### src/rtl/cla_seq_ctrl_if.sv
`default_nettype none
// ============================================================================
//  Module      : cla_seq_ctrl_if
//  Description : Operand/result handshake bundle for the nibble-serial
//                add/subtract controller.
//  Revision    : 1.0 - initial release
// ============================================================================
interface cla_seq_ctrl_if #(
    parameter int WIDTH = 16
);
    logic             in_valid;
    logic             in_ready;
    logic [WIDTH-1:0] op_a;
    logic [WIDTH-1:0] op_b;
    logic             sub;
    logic             out_valid;
    logic             out_ready;
    logic [WIDTH-1:0] sum;
    logic             cout;
    logic             ovf;
    logic             busy;

    modport master (
        output in_valid, op_a, op_b, sub, out_ready,
        input  in_ready, out_valid, sum, cout, ovf, busy
    );

    modport slave (
        input  in_valid, op_a, op_b, sub, out_ready,
        output in_ready, out_valid, sum, cout, ovf, busy
    );
endinterface
`default_nettype wire

### src/rtl/cla_seq_ctrl.sv
`default_nettype none
// ============================================================================
//  Module      : cla_seq_ctrl (+ carryadder 4-bit CLA slice)
//  Description : WIDTH-bit add/subtract computed one nibble per clock, LSB
//                first, through a single time-shared carry-lookahead slice.
//  Revision    : 1.0 - initial release
// ============================================================================
module carryadder (
    input  wire logic [3:0] a,
    input  wire logic [3:0] b,
    input  wire logic       cin,
    output logic      [3:0] s,
    output logic            cout
);
    logic [3:0] w_g;
    logic [3:0] w_p;
    logic [3:0] w_c;

    assign w_g = a & b;
    assign w_p = a ^ b;

    assign w_c[0] = cin;
    assign w_c[1] = w_g[0] | (w_p[0] & cin);
    assign w_c[2] = w_g[1] | (w_p[1] & w_g[0]) | (w_p[1] & w_p[0] & cin);
    assign w_c[3] = w_g[2] | (w_p[2] & w_g[1]) | (w_p[2] & w_p[1] & w_g[0])
                  | (w_p[2] & w_p[1] & w_p[0] & cin);
    assign cout   = w_g[3] | (w_p[3] & w_g[2]) | (w_p[3] & w_p[2] & w_g[1])
                  | (w_p[3] & w_p[2] & w_p[1] & w_g[0])
                  | (w_p[3] & w_p[2] & w_p[1] & w_p[0] & cin);

    assign s = w_p ^ w_c;
endmodule

module cla_seq_ctrl #(
    parameter int WIDTH = 16
) (
    input  wire logic     clk,
    input  wire logic     rst,
    cla_seq_ctrl_if.slave bus
);
    localparam int NIB  = WIDTH / 4;
    localparam int IDXW = (NIB > 1) ? $clog2(NIB) : 1;
    localparam logic [IDXW-1:0] C_LAST_IDX = IDXW'(NIB - 1);

    typedef enum logic [1:0] {
        S_IDLE = 2'd0,
        S_RUN  = 2'd1,
        S_DONE = 2'd2
    } state_t;

    state_t           r_state;
    state_t           w_state_nxt;
    logic [WIDTH-1:0] r_opa;
    logic [WIDTH-1:0] r_opb;
    logic [WIDTH-1:0] r_sum;
    logic             r_carry;
    logic [IDXW-1:0]  r_idx;

    logic [3:0]       w_nib_a;
    logic [3:0]       w_nib_b;
    logic [3:0]       w_nib_s;
    logic             w_nib_cout;
    logic             w_in_ready;
    logic             w_out_valid;
    logic             w_accept;
    logic             w_last;

    assign w_accept = w_in_ready & bus.in_valid;
    assign w_last   = (r_idx == C_LAST_IDX);

    // Nibble select written as a compare-per-slot mux so every index width is exact.
    always_comb begin
        w_nib_a = '0;
        w_nib_b = '0;
        for (int n = 0; n < NIB; n++) begin
            if (r_idx == IDXW'(n)) begin
                w_nib_a = r_opa[4*n +: 4];
                w_nib_b = r_opb[4*n +: 4];
            end
        end
    end

    carryadder u_slice (
        .a    (w_nib_a),
        .b    (w_nib_b),
        .cin  (r_carry),
        .s    (w_nib_s),
        .cout (w_nib_cout)
    );

    always_ff @(posedge clk) begin
        if (rst) begin
            r_state <= S_IDLE;
        end else begin
            r_state <= w_state_nxt;
        end
    end

    always_comb begin
        w_state_nxt = r_state;
        w_in_ready  = 1'b0;
        w_out_valid = 1'b0;
        case (r_state)
            S_IDLE: begin
                w_in_ready = 1'b1;
                if (bus.in_valid) begin
                    w_state_nxt = S_RUN;
                end
            end
            S_RUN: begin
                if (w_last) begin
                    w_state_nxt = S_DONE;
                end
            end
            S_DONE: begin
                w_out_valid = 1'b1;
                if (bus.out_ready) begin
                    w_state_nxt = S_IDLE;
                end
            end
            default: w_state_nxt = S_IDLE;
        endcase
    end

    // Subtraction is A + ~B + 1: B is inverted on entry and the +1 rides in as the first carry.
    always_ff @(posedge clk) begin
        if (rst) begin
            r_opa   <= '0;
            r_opb   <= '0;
            r_sum   <= '0;
            r_carry <= 1'b0;
            r_idx   <= '0;
        end else if (w_accept) begin
            r_opa   <= bus.op_a;
            r_opb   <= bus.sub ? ~bus.op_b : bus.op_b;
            r_carry <= bus.sub;
            r_idx   <= '0;
            r_sum   <= '0;
        end else if (r_state == S_RUN) begin
            for (int n = 0; n < NIB; n++) begin
                if (r_idx == IDXW'(n)) begin
                    r_sum[4*n +: 4] <= w_nib_s;
                end
            end
            r_carry <= w_nib_cout;
            if (!w_last) begin
                r_idx <= r_idx + 1'b1;
            end
        end
    end

    assign bus.in_ready  = w_in_ready;
    assign bus.out_valid = w_out_valid;
    assign bus.busy      = (r_state != S_IDLE);
    assign bus.sum       = r_sum;
    assign bus.cout      = r_carry;
    // Operands share a sign yet the result sign differs: signed overflow.
    assign bus.ovf       = (r_opa[WIDTH-1] == r_opb[WIDTH-1]) &&
                           (r_sum[WIDTH-1] != r_opa[WIDTH-1]);
endmodule
`default_nettype wire

### src/flat_wrapper.sv
// flat-port wrapper written by rule: the top's interface ports become plain ports
module cla_seq_ctrl_flat 
#(
    parameter int WIDTH = 16
)
  (clk, rst, bus_in_valid, bus_op_a, bus_op_b, bus_sub, bus_out_ready, bus_in_ready, bus_out_valid, bus_sum, bus_cout, bus_ovf, bus_busy);
  cla_seq_ctrl_if #(.WIDTH(WIDTH)) bus_i ();
  input  wire logic clk;
  input  wire logic rst;
  input wire logic [$bits(bus_i.in_valid)-1:0] bus_in_valid;
  input wire logic [$bits(bus_i.op_a)-1:0] bus_op_a;
  input wire logic [$bits(bus_i.op_b)-1:0] bus_op_b;
  input wire logic [$bits(bus_i.sub)-1:0] bus_sub;
  input wire logic [$bits(bus_i.out_ready)-1:0] bus_out_ready;
  output wire logic [$bits(bus_i.in_ready)-1:0] bus_in_ready;
  output wire logic [$bits(bus_i.out_valid)-1:0] bus_out_valid;
  output wire logic [$bits(bus_i.sum)-1:0] bus_sum;
  output wire logic [$bits(bus_i.cout)-1:0] bus_cout;
  output wire logic [$bits(bus_i.ovf)-1:0] bus_ovf;
  output wire logic [$bits(bus_i.busy)-1:0] bus_busy;
  assign bus_i.in_valid = bus_in_valid;
  assign bus_i.op_a = bus_op_a;
  assign bus_i.op_b = bus_op_b;
  assign bus_i.sub = bus_sub;
  assign bus_i.out_ready = bus_out_ready;
  assign bus_in_ready = bus_i.in_ready;
  assign bus_out_valid = bus_i.out_valid;
  assign bus_sum = bus_i.sum;
  assign bus_cout = bus_i.cout;
  assign bus_ovf = bus_i.ovf;
  assign bus_busy = bus_i.busy;
  cla_seq_ctrl #(.WIDTH(WIDTH)) u_core (.clk(clk), .rst(rst), .bus(bus_i));
endmodule
### config.mk
export PLATFORM = sky130hd
export DESIGN_NAME = cla_seq_ctrl_flat
export DESIGN_NICKNAME = d
export VERILOG_FILES = /design/src/rtl/cla_seq_ctrl_if.sv /design/src/rtl/cla_seq_ctrl.sv /design/src/flat_wrapper.sv
export SDC_FILE = /design/constraint.sdc
export NUM_CORES = 1
export LEC_CHECK = 0
export ABC_AREA = 1
export BUFFER_PORTS_ARGS = -buffer_cell sky130_fd_sc_hd__buf_2
export CORE_MARGIN = 5
export CORE_UTILIZATION = 50
export CTS_CLUSTER_DIAMETER = 120
export DETAILED_ROUTE_END_ITERATION = 8
export MAX_ROUTING_LAYER = met4
export PLACE_DENSITY_LB_ADDON = 0.15
export SYNTH_ARGS = -nofsm -noshare
export SYNTH_HDL_FRONTEND = slang
export SYNTH_HIERARCHICAL = 1
export SYNTH_SLANG_ARGS = --single-unit
### constraint.sdc
create_clock -name clk -period 5.4 [get_ports clk]
set_input_delay 0.27 -clock clk [delete_from_list [all_inputs] [get_ports clk]]
set_output_delay 0.27 -clock clk [all_outputs]
set_load 0.005 [all_outputs]
==> flow_summary.yaml, run 1 <==
status:
  status: "completed"
yosys:
  synth_area_mm2: 0.00271
  synth_top_area_share_pct: 39.2
  yosysTopAreaCell: "dfxtp_1"
  ys_ff_latch: 53
  yosys-top-cells-area: "dfxtp_1, nand2_1, a21oi_1"
  yosysMostFrequentCell: "nand2_1"
  syn_inst: 393
  ys.flop_type: "dfxtp_1"
  yosysSeqAreaShare_pct: 39.2
  synth_nets: 439
  synth_edf_count: 0
  postSynth.asyncResetShare_pct: 0
  netlist_top_cells_count: "nand2_1, dfxtp_1, nor2_1, a21oi_1, inv_1"
  post_synth_num_cell_types: 24
  ys_warn_count: 6
  avgSynthCellArea_um2: 6.89
grt:
  overflow: 0
  grt_pass1_wl_um: 10300
  track_usage_pct: 18.2
  antenna_found_initial: 0
  grt_pass1_vias: 2379
  grt_max_degree: 25
cts:
  cts_root_buf: "clkbuf_8"
  cts_setup_buffers: 0
  cts.clk_slew.worst_paths_ns: 0.09
  cts_buffers: 5
  clockBufferDepth: 2
  cts.sinks: 53
  cts_resized: 0
  cts_max_level: 2
  cts_tree: "done"
  clk-insertion-delay-late_ns: 0.30
  hold_buffers: 0
die:
  die-height_um: 83.6
  rows: 26
  die_w_um: 83.6
  die_area_mm2: 0.00699
  start_util_pct: 52.3
  core-area_mm2: 0.00517
  ios: 58
layout:
  diodes: 0
  nets: 485
  regArea_mm2: 0.00106
  postLayoutCoreUtil_pct: 59.5
  multi_input_area_mm2: 0.00141
  fill_cells: 526
  area.growth.synth_to_final_pct: 13.7
  drive_gt1_share_pct: 17.0
power:
  total_leakage_power_uw: 0.00151
  pwr_density_cell_mw_per_mm2: 279
  p_sw_uw: 237
  p_sw_share_pct: 27.6
  max-vdd-ir-drop_mv: 0.132
  internal_power_uw: 622
  seq_power_share_pct: 50.2
  p_clk_share_pct: 31.8
  p_comb_share_pct: 18.0
min_path:
  worstHoldPathCells: 3
  hold_class: "primary input to register"
  hold_path_end: "u_core/r_opa[6]$_SDFFE_PP0P_"
  hold_start: "bus_op_a[6]"
sta:
  period_needed_ns: 2.77
  relSlewSlack_pct: 47.8
  tns_ns: 0
  fin_skew_ns: 0.00361
  finalSetupViolCount: 0
  post-route-period-util_pct: 51.2
  hold_viol: 0
  fmax_ghz: 0.362
  maxSlewViolCount: 0
  rsz0062_at_grt: "false"
  worstMarginPinSlew_ns: 0.783
setup_path:
  crit_top_cell: "nand2_1"
  worstSetupStartpointType: "register"
  r2r_start: "u_core/r_idx[1]$_SDFFE_PP0P_"
  arrival_ns: 3.01
  ff2ff_path_depth: 12
  worst_path_largest_cell_delay_ns: 0.45
  worstReg2RegEnd: "u_core/bus.sum[13]$_SDFFE_PP0P_"
  crit_required_ns: 5.64
  critPathMaxFanout: 14
  endpoint_kind: "register"
  critPathSlowestCell: "nor2_1"
  crit_chain: "inv_1 > ha_1 > nor2_1 > nand2_1 > nand2_1 > nand2_1 > nand2_1 > inv_1 > fa_1 > xnor2_1 > nand3_1 > a21oi_2"
  rrSetupSlack_ns: 2.63
  worstSetupPathType: "register to register"
placement:
  hpwl_um: 4600
  gp_congestion: 0.873
  io_buffer_count: 57
route:
  vias_per_cell: 4.90
  drc: 0
  vias: 2499
  dr.pass1.iters: 4
  wl_um: 6070
  wire_per_inst_um: 11.9
  drtIter0Drc: 134
  drt.antenna.violating_nets: 0
flow_run:
  drv_cap: 0
[cell families after synthesis]
group	share of synthesized area [%]
AO/OA/AOI/OAI	10.1
XOR/XNOR	4.21
adder cells (fa/ha/maj)	4.44
buffers and inverters	8.78
flip-flops	39.2
AND/OR/NAND/NOR	33.3
[registers in the layout, indices dropped and copies added (netlist names)]
register / count
u_core/bus.cout: 1
u_core/bus.sum: 16
u_core/r_idx: 2
u_core/r_opa: 16
u_core/r_opb: 16
u_core/r_state: 2
[per-layer routing]
layer | vias up | global-route usage (%) | share of wire (%)
met5 | - | - | 0
met4 | 0 | 6.14 | 2.2
met1 | 1084 | 20.9 | 44
met2 | 78 | 30.7 | 47
met3 | 12 | 5.03 | 7.3
li1 | 1325 | - | -
[cells in the final DEF, fill, tap and decap left out, types with 2 or more instances in the layout]
master,instances
nand2_1,126
clkbuf_8,6
inv_1,30
xor2_1,12
ha_1,8
buf_2,57
nand4_1,2
o21ai_0,16
nand3_1,29
inv_2,2
dfxtp_1,53
nand2_2,3
nor2_1,48
a21oi_1,37
nor2_4,4
[worst max path at each step]
stage,from,endpoint,cells after the start
2_1_floorplan,u_core/r_idx[0]$_SDFFE_PP0P_,u_core/bus.sum[13]$_SDFFE_PP0P_,13
3_3_place_gp,u_core/r_idx[1]$_SDFFE_PP0P_,u_core/bus.sum[13]$_SDFFE_PP0P_,12
3_5_place_dp,u_core/r_idx[1]$_SDFFE_PP0P_,u_core/bus.sum[13]$_SDFFE_PP0P_,12
4_1_cts,u_core/r_idx[1]$_SDFFE_PP0P_,u_core/bus.sum[13]$_SDFFE_PP0P_,12
5_1_grt,u_core/r_idx[1]$_SDFFE_PP0P_,u_core/bus.sum[15]$_SDFFE_PP0P_,14
6_report,u_core/r_idx[1]$_SDFFE_PP0P_,u_core/bus.sum[13]$_SDFFE_PP0P_,12
[power groups by stage]
stage	Combinational (µW)	Clock, µW	Sequential (µW)
6_report	155	273	431
4_1_cts	156	281	431
5_1_grt	177	294	434
3_5_place_dp	155	0	441
2_1_floorplan	120	0	434
3_3_place_gp	150	0	440
[layout make-up]
class | instances | share of cell area, %
multi-input combinational | 290 | 45.8
sequential | 53 | 34.5
clock buffer | 7 | 2.80
clock inverter | 1 | 0.975
timing repair buffer | 57 | 9.26
tap | 70 | 2.84
inverter | 32 | 3.90
[critical path, delay by kind of cell, from the launching register on]
family                     cells  cell delay (ns)
AOI/OAI and AO/OA              1             0.15
xor gates and xnor gates       1             0.32
adders and majority gates      2             0.79
buffers and inverters          2             0.15
DFF                            1             0.38
and+or+nand+nor                6             0.91
[through the flow]
stage	setup slack [ns]	cell area (µm²)	hold slack, ns	power (µW)	cells
after floorplan	3.15	2710	0.339	554	393
after global placement	2.81	2960	0.431	590	502
after detailed placement	2.65	2960	0.436	595	502
after CTS	2.64	3080	0.208	868	510
after global routing	2.33	3080	0.213	906	510
final	2.63	3080	0.212	859	510
Power figures use the tool's default switching activity.
==> inputs of run 2 (changes only) <==
ABC_AREA = 0   (was 1)
clock period = 2.8 ns   (was 5.4 ns; I/O delays follow)
==> flow_summary.yaml, run 2 <==
cts:
  cts_max_level: 2
  cts.sinks: 53
  clockBufferDepth: 2
  clk-insertion-delay-late_ns: 0.31
  cts_tree: "done"
  cts_setup_buffers: 0
  cts_buffers: 5
  cts_resized: 2
  cts.clk_slew.worst_paths_ns: 0.09
  cts_root_buf: "clkbuf_8"
  hold_buffers: 0
setup_path:
  critPathSlowestCell: "dfxtp_2"
  crit_required_ns: 2.96
  worstSetupStartpointType: "register"
  critPathMaxFanout: 8
  endpoint_kind: "register"
  arrival_ns: 2.81
  worstSetupPathType: "register to register"
  cpLargestDelayFamily: "compound AO/OA/AOI/OAI gates"
  cp.buffers_inverters: 1
  worst_path_largest_cell_delay_ns: 0.35
  r2r_start: "u_core/r_idx[0]$_SDFFE_PP0P_"
  crit_chain: "inv_1 > ha_1 > nor2b_4 > a221oi_2 > o31ai_2 > ha_1 > a21o_1 > a31o_1 > a21o_1 > mux2i_1 > a211oi_2"
  startpoint: "u_core/r_idx[0]$_SDFFE_PP0P_"
sta:
  post-route-period-util_pct: 94.4
  hold_viol: 0
  period_needed_ns: 2.64
  relSlewSlack_pct: 51.4
  tns_ns: 0
  fin_skew_ns: 0.00939
  fmax_ghz: 0.378
  finalSetupViolCount: 0
  worstMarginPinSlew_ns: 0.729
  maxSlewViolCount: 0
  fin_ws_ns: 0.156
route:
  dr.pass1.iters: 4
  drc: 0
  vias: 2032
  wire_per_inst_um: 13.2
  vias_per_cell: 5.04
  drt.antenna.violating_nets: 0
  drtIter0Drc: 138
  wl_um: 5320
power:
  p_clk_share_pct: 32.5
  total_leakage_power_uw: 0.00136
  max-vdd-ir-drop_mv: 0.305
  p_comb_share_pct: 17.7
  pwr_density_cell_mw_per_mm2: 559
  p_sw_uw: 443
  internal_power_uw: 1220
  seq_power_share_pct: 49.7
  p_sw_share_pct: 26.6
grt:
  overflow: 0
  grt_max_degree: 50
  antenna_found_initial: 0
  grt_pass1_vias: 1900
  grt_pass1_wl_um: 8890
  track_usage_pct: 17.6
yosys:
  synth_nets: 332
  ys_ff_latch: 53
  yosysTopAreaCell: "dfxtp_1"
  netlist_top_cells_count: "dfxtp_1, nand2_1, nor2_1, xnor2_1"
  syn_inst: 286
  yosysMostFrequentCell: "dfxtp_1"
  synth_edf_count: 0
  synth_area_mm2: 0.00254
  yosys-top-cells-area: "dfxtp_1, mux2i_1, xnor2_1"
  post_synth_num_cell_types: 31
  ys_warn_count: 6
  postSynth.asyncResetShare_pct: 0
  synth_top_area_share_pct: 41.8
  ys.flop_type: "dfxtp_1"
  yosysSeqAreaShare_pct: 41.8
  avgSynthCellArea_um2: 8.89
layout:
  diodes: 0
  finalNonFillerCells: 403
  nets: 378
  final_common_cell: "buf_2"
  layout_common_cells: "buf_2, dfxtp_1, nand2_1"
  drive_gt1_share_pct: 24.3
  postLayoutCoreUtil_pct: 59.4
  area.growth.synth_to_final_pct: 17.1
min_path:
  hold_class: "primary input to register"
  hold_start: "bus_op_a[4]"
placement:
  hpwl_um: 3800
  io_buffer_count: 57
  dp.cells: 395
  place_ws_ns: -0.213
  gp_congestion: 0.787
die:
  die_area_mm2: 0.00661
  die_w_um: 81.3
  rows: 26
  core-area_mm2: 0.00501
  die-height_um: 81.3
  ios: 58
  start_util_pct: 50.7
status:
  status: "completed"
flow_run:
  drv_cap: 0
==> run 2: changes by cell type in the layout (fill, tap and decap cells not counted), moves of 6 or more <==
cell	previous run	this run
nand2_1	126	42
a211oi_1	0	16
a21oi_1	37	18
nor2b_1	0	10
xor2_1	12	0
nand3_1	29	0
xnor2_1	1	19
o21ai_0	16	1
o31ai_1	0	6
a221oi_1	0	6
mux2i_1	0	18
nor2_1	48	38
inv_1	30	7
==> run 2: final cells by class <==
cell class                 instances  area, µm²
clock buffer                       6       82.6
multi-input combinational        204       1370
sequential                        53       1060
fill                             491       2030
clock inverter                     2       37.5
inverter                           7       26.3
timing repair buffer              61        315
tap                               70       87.6
==> run 2: metrics by stage <==
| stage | cell area (µm²) | total power [µW] | hold slack [ns] |
|---|---|---|---|
| CTS | 2940 | 1670 | 0.0578 |
| global route | 2980 | 1750 | 0.0583 |
| detailed placement | 2820 | 1130 | 0.389 |
| global placement | 2820 | 1120 | 0.381 |
| floorplan | 2540 | 1050 | 0.276 |
| finish | 2980 | 1660 | 0.0640 |
==> run 2: kinds of logic (layout without fill, tap and decap cells) <==
| family | count (synthesis) | in the layout | synth area share, % |
|---|---|---|---|
| AO/OA/AOI/OAI | 56 | 56 | 15.3 |
| XOR/XNOR | 20 | 20 | 6.89 |
| adder cells (fa/ha/maj) | 9 | 9 | 4.73 |
| buffers and inverters | 29 | 76 | 6.35 |
| flip-flops | 53 | 53 | 41.8 |
| multiplexers | 18 | 18 | 7.09 |
| AND/OR/NAND/NOR | 101 | 101 | 17.9 |
==> run 2: routing by layer <==
layer / share of wire [%] / global-route usage [%] / vias up
li1: - / - / 1057
met1: 46 / 22.7 / 918
met2: 46 / 26.8 / 48
met3: 5.6 / 4.10 / 9
met4: 1.8 / 6.76 / 0
met5: 0 / - / -
==> run 2: final timing paths <==
kind	to	slack, ns	cells after the start
setup reg to reg	u_core/bus.cout$_SDFFE_PP0P_	0.16	11
hold / removal	u_core/r_opa[4]$_SDFFE_PP0P_	0.06	3
hold reg to reg	u_core/r_opa[1]$_SDFFE_PP0P_	0.46	2
setup / recovery	u_core/bus.cout$_SDFFE_PP0P_	0.16	11
==> run 2: tightest hold or removal path, cell delays in order <==
cell and delay, ns:
buf_2 0.09, nand2_1 0.05, a21oi_1 0.05
==> run 2: power groups by stage <==
stage	sequential (µW)	clock (µW)	combinational, µW
final	827	541	295
after global routing	833	586	328
after CTS	827	553	290
after detailed placement	844	0	286
after global placement	843	0	279
after floorplan	833	0	216
